### config.mk
export PLATFORM = sky130hd
export DESIGN_NAME = frogger_game_fsm
export DESIGN_NICKNAME = d
export VERILOG_FILES = /design/src/rtl/frogger_game_fsm.sv
export SDC_FILE = /design/constraint.sdc
export NUM_CORES = 1
export LEC_CHECK = 0
export CAP_MARGIN = 20
export CELL_PAD_IN_SITES_DETAIL_PLACEMENT = 1
export CELL_PAD_IN_SITES_GLOBAL_PLACEMENT = 2
export CORE_MARGIN = 2
export CORE_UTILIZATION = 38
export DETAILED_ROUTE_END_ITERATION = 12
export GPL_TIMING_DRIVEN = 0
export PLACE_DENSITY_LB_ADDON = 0.1
export SLEW_MARGIN = 10
export SYNTH_ARGS = -nofsm -noshare
export SYNTH_HDL_FRONTEND = slang
export SYNTH_SLANG_ARGS = --single-unit
### constraint.sdc
create_clock -name i_Clk -period 3.59 [get_ports i_Clk]
set_input_delay 0.359 -clock i_Clk [delete_from_list [all_inputs] [get_ports i_Clk]]
set_output_delay 0.359 -clock i_Clk [all_outputs]
set_load 0.01 [all_outputs]
### src/rtl/frogger_game_fsm.sv
// Frogger game-state sequencer: start/restart, lives, post-death freeze and the
// win / game-over outcome. All outputs come straight from flops.
module frogger_game_fsm #(
   parameter int unsigned LIVES        = 3,
   parameter int unsigned WIN_SCORE    = 5,
   parameter int unsigned DEATH_CYCLES = 25_000_000
) (
   input  logic       i_Clk,
   input  logic       i_Rst_L,
   input  logic       i_Start,
   input  logic       i_Collided,
   input  logic [6:0] i_Score,
   output logic       o_Game_Active,
   output logic       o_Kill,
   output logic       o_Score_Clr,
   output logic [3:0] o_Lives,
   output logic [2:0] o_State,
   output logic       o_Game_Over,
   output logic       o_Win
);

   localparam int unsigned TIMER_W = $clog2(DEATH_CYCLES + 1);

   localparam logic [2:0] StIdle     = 3'd0;
   localparam logic [2:0] StPlay     = 3'd1;
   localparam logic [2:0] StDying    = 3'd2;
   localparam logic [2:0] StGameOver = 3'd3;
   localparam logic [2:0] StWin      = 3'd4;

   localparam logic [TIMER_W-1:0] TimerLoad  = TIMER_W'(DEATH_CYCLES - 1);
   localparam logic [3:0]         LivesInit  = 4'(LIVES);
   localparam logic [6:0]         WinThresh  = 7'(WIN_SCORE);

   logic [2:0]         state_q, state_d;
   logic [3:0]         lives_q, lives_d;
   logic [TIMER_W-1:0] timer_q, timer_d;
   logic               kill_q, kill_d;
   logic               clr_q, clr_d;
   logic               active_q, game_over_q, win_q;
   logic               prev_start_q, prev_coll_q;
   logic               start_edge, coll_edge;

   assign start_edge = i_Start & ~prev_start_q;
   assign coll_edge  = i_Collided & ~prev_coll_q;

   // Next-state, lives, freeze timer and one-cycle pulse requests.
   always_comb begin
      state_d = state_q;
      lives_d = lives_q;
      timer_d = timer_q;
      kill_d  = 1'b0;
      clr_d   = 1'b0;
      case (state_q)
         StIdle, StGameOver, StWin: begin
            if (start_edge) begin
               state_d = StPlay;
               lives_d = LivesInit;
               clr_d   = 1'b1;
            end
         end
         StPlay: begin
            // Reaching the win score takes priority over a same-cycle hit.
            if (i_Score >= WinThresh) begin
               state_d = StWin;
            end else if (coll_edge) begin
               kill_d = 1'b1;
               if (lives_q > 4'd1) begin
                  state_d = StDying;
                  lives_d = lives_q - 4'd1;
                  timer_d = TimerLoad;
               end else begin
                  state_d = StGameOver;
                  lives_d = 4'd0;
               end
            end
         end
         StDying: begin
            if (timer_q == '0) begin
               state_d = StPlay;
            end else begin
               timer_d = timer_q - TIMER_W'(1);
            end
         end
         default: state_d = StIdle;
      endcase
   end

   // State, counters and registered outputs; prev_start resets high so a
   // button held through reset is not seen as a press.
   always_ff @(posedge i_Clk or negedge i_Rst_L) begin
      if (!i_Rst_L) begin
         state_q      <= StIdle;
         lives_q      <= 4'd0;
         timer_q      <= '0;
         kill_q       <= 1'b0;
         clr_q        <= 1'b0;
         active_q     <= 1'b0;
         game_over_q  <= 1'b0;
         win_q        <= 1'b0;
         prev_start_q <= 1'b1;
         prev_coll_q  <= 1'b0;
      end else begin
         state_q      <= state_d;
         lives_q      <= lives_d;
         timer_q      <= timer_d;
         kill_q       <= kill_d;
         clr_q        <= clr_d;
         active_q     <= (state_d == StPlay);
         game_over_q  <= (state_d == StGameOver);
         win_q        <= (state_d == StWin);
         prev_start_q <= i_Start;
         prev_coll_q  <= i_Collided;
      end
   end

   assign o_Game_Active = active_q;
   assign o_Kill        = kill_q;
   assign o_Score_Clr   = clr_q;
   assign o_Lives       = lives_q;
   assign o_State       = state_q;
   assign o_Game_Over   = game_over_q;
   assign o_Win         = win_q;

endmodule
==> results of run 1 <==
-- cell families after synthesis --
group,synth area share
DFF,0.456
adders and majority gates,0.0175
and+or+nand+nor,0.289
muxes,0.0239
buffers and inverters,0.0292
AOI/OAI and AO/OA,0.185
-- layer usage --
| layer | vias up | wire [um] | global-route usage | part of all wire |
|---|---|---|---|---|
| li1 | 929 | - | - | - |
| met1 | 952 | 2640 | 0.255 | 0.47 |
| met2 | 33 | 2750 | 0.344 | 0.49 |
| met3 | 5 | 186 | 0.0409 | 0.033 |
| met4 | 0 | 56 | 0.0500 | 0.0099 |
| met5 | - | 0 | 0 | 0 |
-- layout make-up --
cell class | count | area (um^2)
Clock buffer | 6 | 72.6
Inverter | 9 | 33.8
Timing Repair Buffer | 24 | 245
Buffer | 6 | 28.8
Sequential cell | 39 | 977
Tap cell | 72 | 90.1
Fill cell | 655 | 2910
Clock inverter | 2 | 12.5
Multi-Input combinational cell | 171 | 1100
-- worst paths after layout --
kind / slack [ps] / startpoint / end / cells after the start
min in group asynchronous: 530 / i_Rst_L / timer_q[9]$_DFFE_PN0P_ / 2
hold / removal: 500 / i_Start / prev_start_q$_DFF_PN1_ / 1
setup reg to reg: 840 / o_State[0]$_DFF_PN0_ / timer_q[17]$_DFFE_PN0P_ / 7
setup / recovery: 840 / o_State[0]$_DFF_PN0_ / timer_q[17]$_DFFE_PN0P_ / 7
max in group asynchronous: 2520 / i_Rst_L / prev_start_q$_DFF_PN1_ / 3
hold reg to reg: 510 / timer_q[24]$_DFFE_PN0P_ / timer_q[24]$_DFFE_PN0P_ / 2
-- sequential cells by signal, summed over array words and instances, names as in the netlist --
| name | count |
|---|---|
| o_Lives | 4 |
| o_State | 3 |
| o_Game_Over | 1 |
| o_Game_Active | 1 |
| o_Score_Clr | 1 |
| o_Win | 1 |
| timer_q | 25 |
| prev_coll_q | 1 |
| prev_start_q | 1 |
| o_Kill | 1 |
-- cells in the final DEF, fill, tap and decap left out, drive strengths merged, types with 6 or more instances in the layout --
cell,count
inv,9
dfrtp,38
a21oi,14
nand2,6
or3,8
o21ai,18
nor4,11
nor2,18
nand3,6
o31ai,10
clkdlybuf4s50,21
and4,6
or4,12
clkbuf,9
-- report_power, final --
part | switching (uW) | total (uW) | internal, uW | leakage [uW]
logic | 91.0 | 192 | 101 | 0.000480
registers | 89.0 | 607 | 518 | 0.000442
clock network | 157 | 293 | 136 | 0.0000412
-- per-stage QoR --
step | instance area (um^2) | setup WS (ps) | util | total power (uW)
after floorplan | 2140 | 1370 | - | 717
after detailed placement | 2470 | 868 | 0.451 | 810
after global routing | 2560 | 509 | 0.468 | 1170
after global placement | 2450 | 847 | 0.448 | 798
final | 2560 | 843 | 0.468 | 1090
after CTS | 2560 | 814 | 0.468 | 1110
-- worst reg2reg max path, cell delays in order, from the launching register on --
cell and delay, ps:
dfrtp_1 480, nor3b_2 510, a21boi_1 560, a21o_1 360, buf_2 300, buf_4 220
o21ai_0 110, a21oi_1 130
-- what timing repair did --
item | 4_1_cts | 5_1_grt
hold endpoints to repair | 15 | 0
buffers inserted | 0 | 0
hold buffers | 1 | 0
endpoints found under the setup margin | 0 | 0
==> flow_metrics.tcl, run 1 <==
set metrics [dict create \
    post-route-period-util 0.765 \
    cts_resized 0 \
    grt_max_degree 25 \
    crit_required_ps 3800 \
    num_io_pins 23 \
    num_rows 27 \
    worst_pin_slew_ps 792 \
    antenna_cells 0 \
    root_buffer "clkbuf_8" \
    drc_errors 0 \
    ir_drop_mv 0.245 \
    period_needed_ps 2750 \
    synth.most_common_cell "dfrtp_1" \
    critical_path_class "reg2reg" \
    core_um2 5470 \
    cts_sinks 39 \
    drv_cap 0 \
    yosysUniqueCellTypes 47 \
    syn_to_final_growth_pct 19.6 \
    setup_tns_ps 0 \
    slew_viol_final 0 \
    cts_buffers 5 \
    die_x_um 79.1 \
    wl_um 5640 \
    initial_core_util 0.391 \
    antenna_left 0 \
    path_clk_slew_ps 80 \
    synth_cells 225 \
    fin_hold_ws_ps 498 \
    synth_area_um2 2140 \
    critPathMaxStageDelay_ps 560 \
    crit_slowest_cell "a21boi_1" \
    ys_seq_area_frac 0.456 \
    gp_congestion 0.740 \
    drt_first_pass_iters 4 \
    async_reset_ff_frac 1.00 \
    place_inst 320 \
    cts_tree "built" \
    die_area_um2 6250 \
    critPathArrivalTime_ps 2960 \
    finalSetupViolCount 0 \
    slew_headroom 0.467 \
    power_density_nw_per_um2 426 \
    final_cells 329 \
    syn-num-nets 239 \
    grt_antenna_before_repair 0 \
    clk_latency_ps 290 \
    grt_setup_unrepaired "false" \
    hold_path.class "in2reg" \
    track_usage 0.199 \
    worstPathMaxFanout 10 \
    postSynthAreaPerCell_um2 9.52 \
    status "complete, no violations" \
    ctsLongestPathBuffers 2 \
    hold_viol_final 0 \
    wl_per_cell_um 17.1 \
    grt_overflow_total 0 \
    grt_pass1_wl_um 9670 \
    p_leak_uw 0.000963 \
    die_y_um 79.1 \
    htreeDepth 2 \
    dp_hpwl_um 4160 \
    vias_per_cell 5.83 \
    start_kind "register" \
    vias 1919 \
    synthTopCellsByCount "38 x dfrtp_1, 18 x nor2_1, 18 x o21ai_0" \
    cp-end-kind "register" \
    drive_gt1_frac 0.0934 \
    fin_skew_ps 7.16 \
    nNetsFinal 270 \
    path_cells "nor3b_2 > a21boi_1 > a21o_1 > buf_2 > buf_4 > o21ai_0 > a21oi_1" \
    grt_pass1_vias 2021 \
    yosys_register_bits 39 \
    yosysTopAreaCell "dfrtp_1" \
    synth.area.top_cells "dfrtp_1 44%, o21ai_0 4.2%, or4_1 3.9%" \
    yosys_warnings 0 \
    cp_top_family "compound AO/OA/AOI/OAI gates" \
    synthFlopType "dfrtp_1" \
    synth_enable_flop_cells 0 \
    worst-path-buf-inv 2 \
    portBuffers 22 \
    yosysTopAreaCellShare 0.444 \
    clock.fmax_ghz 0.364 \
    drt-initial-drc-count 58 \
]
No activity file was read; power rests on OpenSTA's default activity.
==> run 2: changes to the inputs <==
--- a/config.mk
+++ b/config.mk
@@ -9,7 +9,7 @@
 export CELL_PAD_IN_SITES_DETAIL_PLACEMENT = 1
 export CELL_PAD_IN_SITES_GLOBAL_PLACEMENT = 2
 export CORE_MARGIN = 2
-export CORE_UTILIZATION = 38
+export CORE_UTILIZATION = 32
 export DETAILED_ROUTE_END_ITERATION = 12
 export GPL_TIMING_DRIVEN = 0
 export PLACE_DENSITY_LB_ADDON = 0.1
==> constraint.sdc (replaced) <==
create_clock -name i_Clk -period 2.4 [get_ports i_Clk]
set_input_delay 0.24 -clock i_Clk [delete_from_list [all_inputs] [get_ports i_Clk]]
set_output_delay 0.24 -clock i_Clk [all_outputs]
set_load 0.01 [all_outputs]
==> run 2 against run 1 <==
  * Combinational power up 60%
  * Wire length up 4.2%
  * Clock power up 54%
  * Non-clock buffer count up 4
  * Critical path type unchanged
  * Count of clock-buffer cells in the layout down 1
==> flow_metrics.tcl, run 2 (synthesized netlist as in run 1, its figures left out) <==
set metrics [dict create \
    status "complete, no violations" \
    critPathMaxStageDelay_ps 570 \
    drv_cap 0 \
    cp_top_family "simple AND/OR/NAND/NOR gates" \
    clock.fmax_ghz 0.431 \
    portBuffers 22 \
    setup_slack_ps 80.5 \
    track_usage 0.169 \
    start_kind "register" \
    initial_core_util 0.334 \
    power_density_nw_per_um2 627 \
    wl_per_cell_um 17.4 \
    cts_tree "built" \
    grt_pass1_wl_um 9840 \
    r2r_end "timer_q[22]$_DFFE_PN0P_" \
    placed_area_um2 2470 \
    ir_drop_mv 0.345 \
    num_io_pins 23 \
    grt_max_degree 26 \
    hp-start "i_Start" \
    cts_buffers 5 \
    drc_errors 0 \
    hold_path.class "in2reg" \
    fillCellCount 748 \
    drt_first_pass_iters 6 \
    ctsLongestPathBuffers 2 \
    path_depth 5 \
    hold_path_depth 1 \
    period_needed_ps 2320 \
    finalSetupViolCount 0 \
    core_um2 6420 \
    largest_register_ffs 25 \
    num_rows 29 \
    post-route-period-util 0.966 \
    grt_overflow_total 0 \
    dp_hpwl_um 4260 \
    grt_antenna_before_repair 0 \
    root_buffer "clkbuf_8" \
    worst-path-buf-inv 0 \
    p_comb_frac 0.182 \
    vias_per_cell 5.67 \
    die_x_um 85.8 \
    seq_power_share 0.552 \
    final_util 0.420 \
    gp_congestion 0.740 \
    cp-end-kind "register" \
    pwr-share-clk 0.266 \
    place_inst 325 \
    nNetsFinal 274 \
    final_cell_mix "36 x dfrtp_1, 21 x clkdlybuf4s50_1, 17 x nor2_1, 17 x o21ai_0, 14 x a21oi_1" \
    htreeDepth 2 \
    grt_setup_unrepaired "true" \
    max_flop_register "timer_q" \
    slew_viol_final 0 \
    critical_path_class "reg2reg" \
    die_y_um 85.8 \
    wl_um 5870 \
    worstRegToRegCells 5 \
    pre_cts_ws_ps -356 \
    path_clk_slew_ps 80 \
    syn_to_final_growth_pct 25.9 \
    crit_slowest_cell "or4_4" \
    worst_pin_slew_ps 759 \
    hold_viol_final 0 \
    final_area_um2 2700 \
    drt-initial-drc-count 99 \
    vias 1916 \
    slew_headroom 0.492 \
    worstPathMaxFanout 5 \
    fin_skew_ps 3.32 \
    swShare 0.324 \
    cts_sinks 39 \
    final_common_cell "dfrtp_1" \
    drive_gt1_frac 0.165 \
    crit_required_ps 2630 \
    die_area_um2 7360 \
    power.switching_uw 547 \
    final_cells 338 \
    grt_pass1_vias 1907 \
    reg2reg_from "timer_q[18]$_DFFE_PN0P_" \
    holdPathEnd "prev_start_q$_DFF_PN1_" \
    path_cells "or4_4 > or3_1 > or3_4 > or4_1 > nand3_1" \
    p_leak_uw 0.00101 \
    p_int_uw 1140 \
    antenna_left 0 \
    reg2reg_setup_slack_ps 80 \
    clk_latency_ps 290 \
    antenna_cells 0 \
    critPathArrivalTime_ps 2550 \
]
[run 2: cell types whose count changed in the layout (fill, tap and decap cells not counted), moves of 2 or more]
cell	before	now
nor4_4	0	2
dfrtp_2	0	2
buf_4	1	6
nor3b_4	0	2
nor3b_1	2	0
nor4_1	10	7
clkbuf_1	4	1
dfrtp_1	38	36
[run 2: cell type report]
class	count	area, um^2	area share
Multi-Input combinational cell	171	1190	0.441
Timing Repair Buffer	29	283	0.105
Tap cell	77	96.3	0.0357
Buffer	5	26.3	0.00974
Clock buffer	5	68.8	0.0255
Clock inverter	3	20.0	0.00742
Sequential cell	39	980	0.363
Inverter	9	33.8	0.0125
[run 2: timing repair]
item	CTS	global route
endpoints found under the setup margin	24	24
pin swaps	1	3
gates resized for setup	8	13
setup buffers	3	2
hold buffers	1	0
endpoints found under the hold margin	14	0
[run 2: metal layers]
metal / vias to the layer above / wire (um) / track usage
li1: 936 / - / -
met1: 953 / 3050 / 0.257
met2: 23 / 2620 / 0.252
met3: 4 / 156 / 0.0318
met4: 0 / 43 / 0.0303
met5: - / 0 / 0
[run 2: power groups by stage]
| stage | sequential [uW] | combinational (uW) | clock [uW] |
|---|---|---|---|
| final | 934 | 307 | 450 |
| after global routing | 955 | 350 | 490 |
| after CTS | 913 | 304 | 465 |
| after detailed placement | 918 | 293 | 0 |
| after global placement | 914 | 285 | 0 |
| after floorplan | 885 | 188 | 0 |
[run 2: worst max path at each step]
stage,start,to,slack [ps]
5_1_grt,timer_q[0]$_DFFE_PN0P_,timer_q[22]$_DFFE_PN0P_,-10
6_report,timer_q[18]$_DFFE_PN0P_,timer_q[22]$_DFFE_PN0P_,80
3_5_place_dp,o_State[0]$_DFF_PN0_,timer_q[10]$_DFFE_PN0P_,-360
2_1_floorplan,timer_q[16]$_DFFE_PN0P_,timer_q[22]$_DFFE_PN0P_,180
3_3_place_gp,o_State[0]$_DFF_PN0_,timer_q[10]$_DFFE_PN0P_,-350
4_1_cts,timer_q[0]$_DFFE_PN0P_,timer_q[22]$_DFFE_PN0P_,4
[run 2: metrics by stage]
step / total power (uW) / hold slack (ps) / setup TNS, ps
global route: 1800 / 386 / -12.1
CTS: 1680 / 376 / 0
detailed placement: 1210 / 195 / -6010
finish: 1690 / 379 / 0
global placement: 1200 / 490 / -6740
floorplan: 1070 / -55.6 / 0
==> run 3: changes to the inputs <==
--- a/config.mk
+++ b/config.mk
@@ -13,6 +13,7 @@
 export DETAILED_ROUTE_END_ITERATION = 12
 export GPL_TIMING_DRIVEN = 0
 export PLACE_DENSITY_LB_ADDON = 0.1
+export SETUP_SLACK_MARGIN = 0.05
 export SLEW_MARGIN = 10
 export SYNTH_ARGS = -nofsm -noshare
 export SYNTH_HDL_FRONTEND = slang
==> run 3 against run 2 <==
  * Clock skew increased by 0.65 ps
  * Die area unchanged
  * Sequential power barely moved
  * Global-route usage about the same
==> flow_metrics.tcl, run 3 (synthesized netlist as in run 1, its figures left out) <==
set metrics [dict create \
    status "complete, no violations" \
    period_needed_ps 2320 \
    power_density_nw_per_um2 617 \
    drt-initial-drc-count 75 \
    hold_viol_final 0 \
    r2r_end "timer_q[22]$_DFFE_PN0P_" \
    grt_pass1_vias 1901 \
    wl_per_cell_um 17.1 \
    final_common_cell "dfrtp_1" \
    pre_cts_ws_ps -356 \
    setup_tns_ps 0 \
    grt_antenna_before_repair 0 \
    grtUsageMet2 0.253 \
    hold_path_depth 1 \
    vias_per_cell 5.65 \
    slew_headroom 0.512 \
    cts_tree "built" \
    drt_first_pass_iters 6 \
    ctsLongestPathBuffers 2 \
    busiest_layer "met1" \
    core_um2 6420 \
    clk_latency_ps 290 \
    path_clk_slew_ps 80 \
    cp-end-kind "register" \
    finalSetupViolCount 0 \
    max_flop_register "timer_q" \
    hp-start "i_Start" \
    critical_path_class "reg2reg" \
    setup_slack_ps 79.2 \
    worst-path-buf-inv 0 \
    grt_setup_unrepaired "true" \
    die_y_um 85.8 \
    start_kind "register" \
    gp_congestion 0.740 \
    met1_usage 0.257 \
    vias 1933 \
    reg2reg_from "timer_q[18]$_DFFE_PN0P_" \
    htreeDepth 2 \
    crit_slowest_cell "or4_4" \
    post-route-period-util 0.967 \
    nNetsFinal 278 \
    track_usage 0.169 \
    antenna_cells 0 \
    path_cells "or4_4 > or3_4 > or3_4 > or4_4 > nand3_2" \
    die_x_um 85.8 \
    worstRegToRegCells 5 \
    holdPathEnd "prev_start_q$_DFF_PN1_" \
    critPathMaxStageDelay_ps 560 \
    slew_viol_final 0 \
    final_cell_mix "36 x dfrtp_1, 21 x clkdlybuf4s50_1, 17 x o21ai_0" \
    hold_path.class "in2reg" \
    drc_errors 0 \
    initial_core_util 0.334 \
    worstPathMaxFanout 4 \
    cts_buffers 5 \
    ir_drop_mv 0.343 \
    portBuffers 22 \
    syn_to_final_growth_pct 28.4 \
    drv_cap 0 \
    num_io_pins 23 \
    fin_skew_ps 3.97 \
    clock.fmax_ghz 0.431 \
    critPathArrivalTime_ps 2550 \
    cts_sinks 39 \
    met3_usage 0.0318 \
    antenna_left 0 \
    largest_register_ffs 25 \
    wl_um 5860 \
    grt_max_degree 26 \
    p_leak_uw 0.00103 \
    grt_overflow_total 0 \
    reg2reg_setup_slack_ps 80 \
    drive_gt1_frac 0.200 \
    power_uw 1700 \
    num_rows 29 \
    dp_hpwl_um 4260 \
    crit_required_ps 2630 \
    grt_pass1_wl_um 9860 \
    die_area_um2 7360 \
    worst_pin_slew_ps 730 \
    cp_top_family "simple AND/OR/NAND/NOR gates" \
    root_buffer "clkbuf_8" \
]
==> run 3: power breakdown <==
group          total (uW)  internal, uW  switching (uW)
clock                 448           202             246
sequential            933           774             159
combinational         316           172             143
==> run 3: worst max-delay path by stage <==
| stage | slack [ps] | endpoint | cells after the start | start |
|---|---|---|---|---|
| floorplan | 180 | timer_q[22]$_DFFE_PN0P_ | 5 | timer_q[16]$_DFFE_PN0P_ |
| global placement | -350 | timer_q[10]$_DFFE_PN0P_ | 7 | o_State[0]$_DFF_PN0_ |
| detailed placement | -360 | timer_q[10]$_DFFE_PN0P_ | 7 | o_State[0]$_DFF_PN0_ |
| CTS | 50 | timer_q[22]$_DFFE_PN0P_ | 5 | timer_q[16]$_DFFE_PN0P_ |
| global route | 20 | timer_q[22]$_DFFE_PN0P_ | 7 | timer_q[0]$_DFFE_PN0P_ |
| finish | 80 | timer_q[22]$_DFFE_PN0P_ | 5 | timer_q[18]$_DFFE_PN0P_ |
==> run 3: metrics by stage <==
step	hold WS, ps	utilization	area [um^2]	cells
after floorplan	-55.6	-	2140	225
after global placement	490	0.383	2460	324
after detailed placement	195	0.385	2470	325
after CTS	376	0.414	2660	337
after global routing	386	0.428	2750	342
final	382	0.428	2750	342
==> run 3: what timing repair did <==
action,4_1_cts,5_1_grt
resized for setup,13,13
pin swaps,1,5
cloned,0,0
endpoints found under the setup margin,25,22
hold endpoints to repair,14,0
hold buffers,1,0
setup buffers,3,7
==> run 3: per-layer routing <==
layer  vias to the layer above  share of wire
met3                         2          0.016
met5                         -              0
met2                        18           0.46
li1                        945              -
met1                       968           0.52
met4                         0         0.0041
==> run 3: cell type report <==
| cell class | instances | area (um^2) |
|---|---|---|
| Tap cell | 77 | 96.3 |
| Inverter | 9 | 33.8 |
| Timing Repair Buffer | 34 | 320 |
| Clock buffer | 5 | 68.8 |
| Fill cell | 750 | 3670 |
| Sequential cell | 39 | 980 |
| Multi-Input combinational cell | 171 | 1210 |
| Clock inverter | 3 | 20.0 |
| Buffer | 4 | 22.5 |
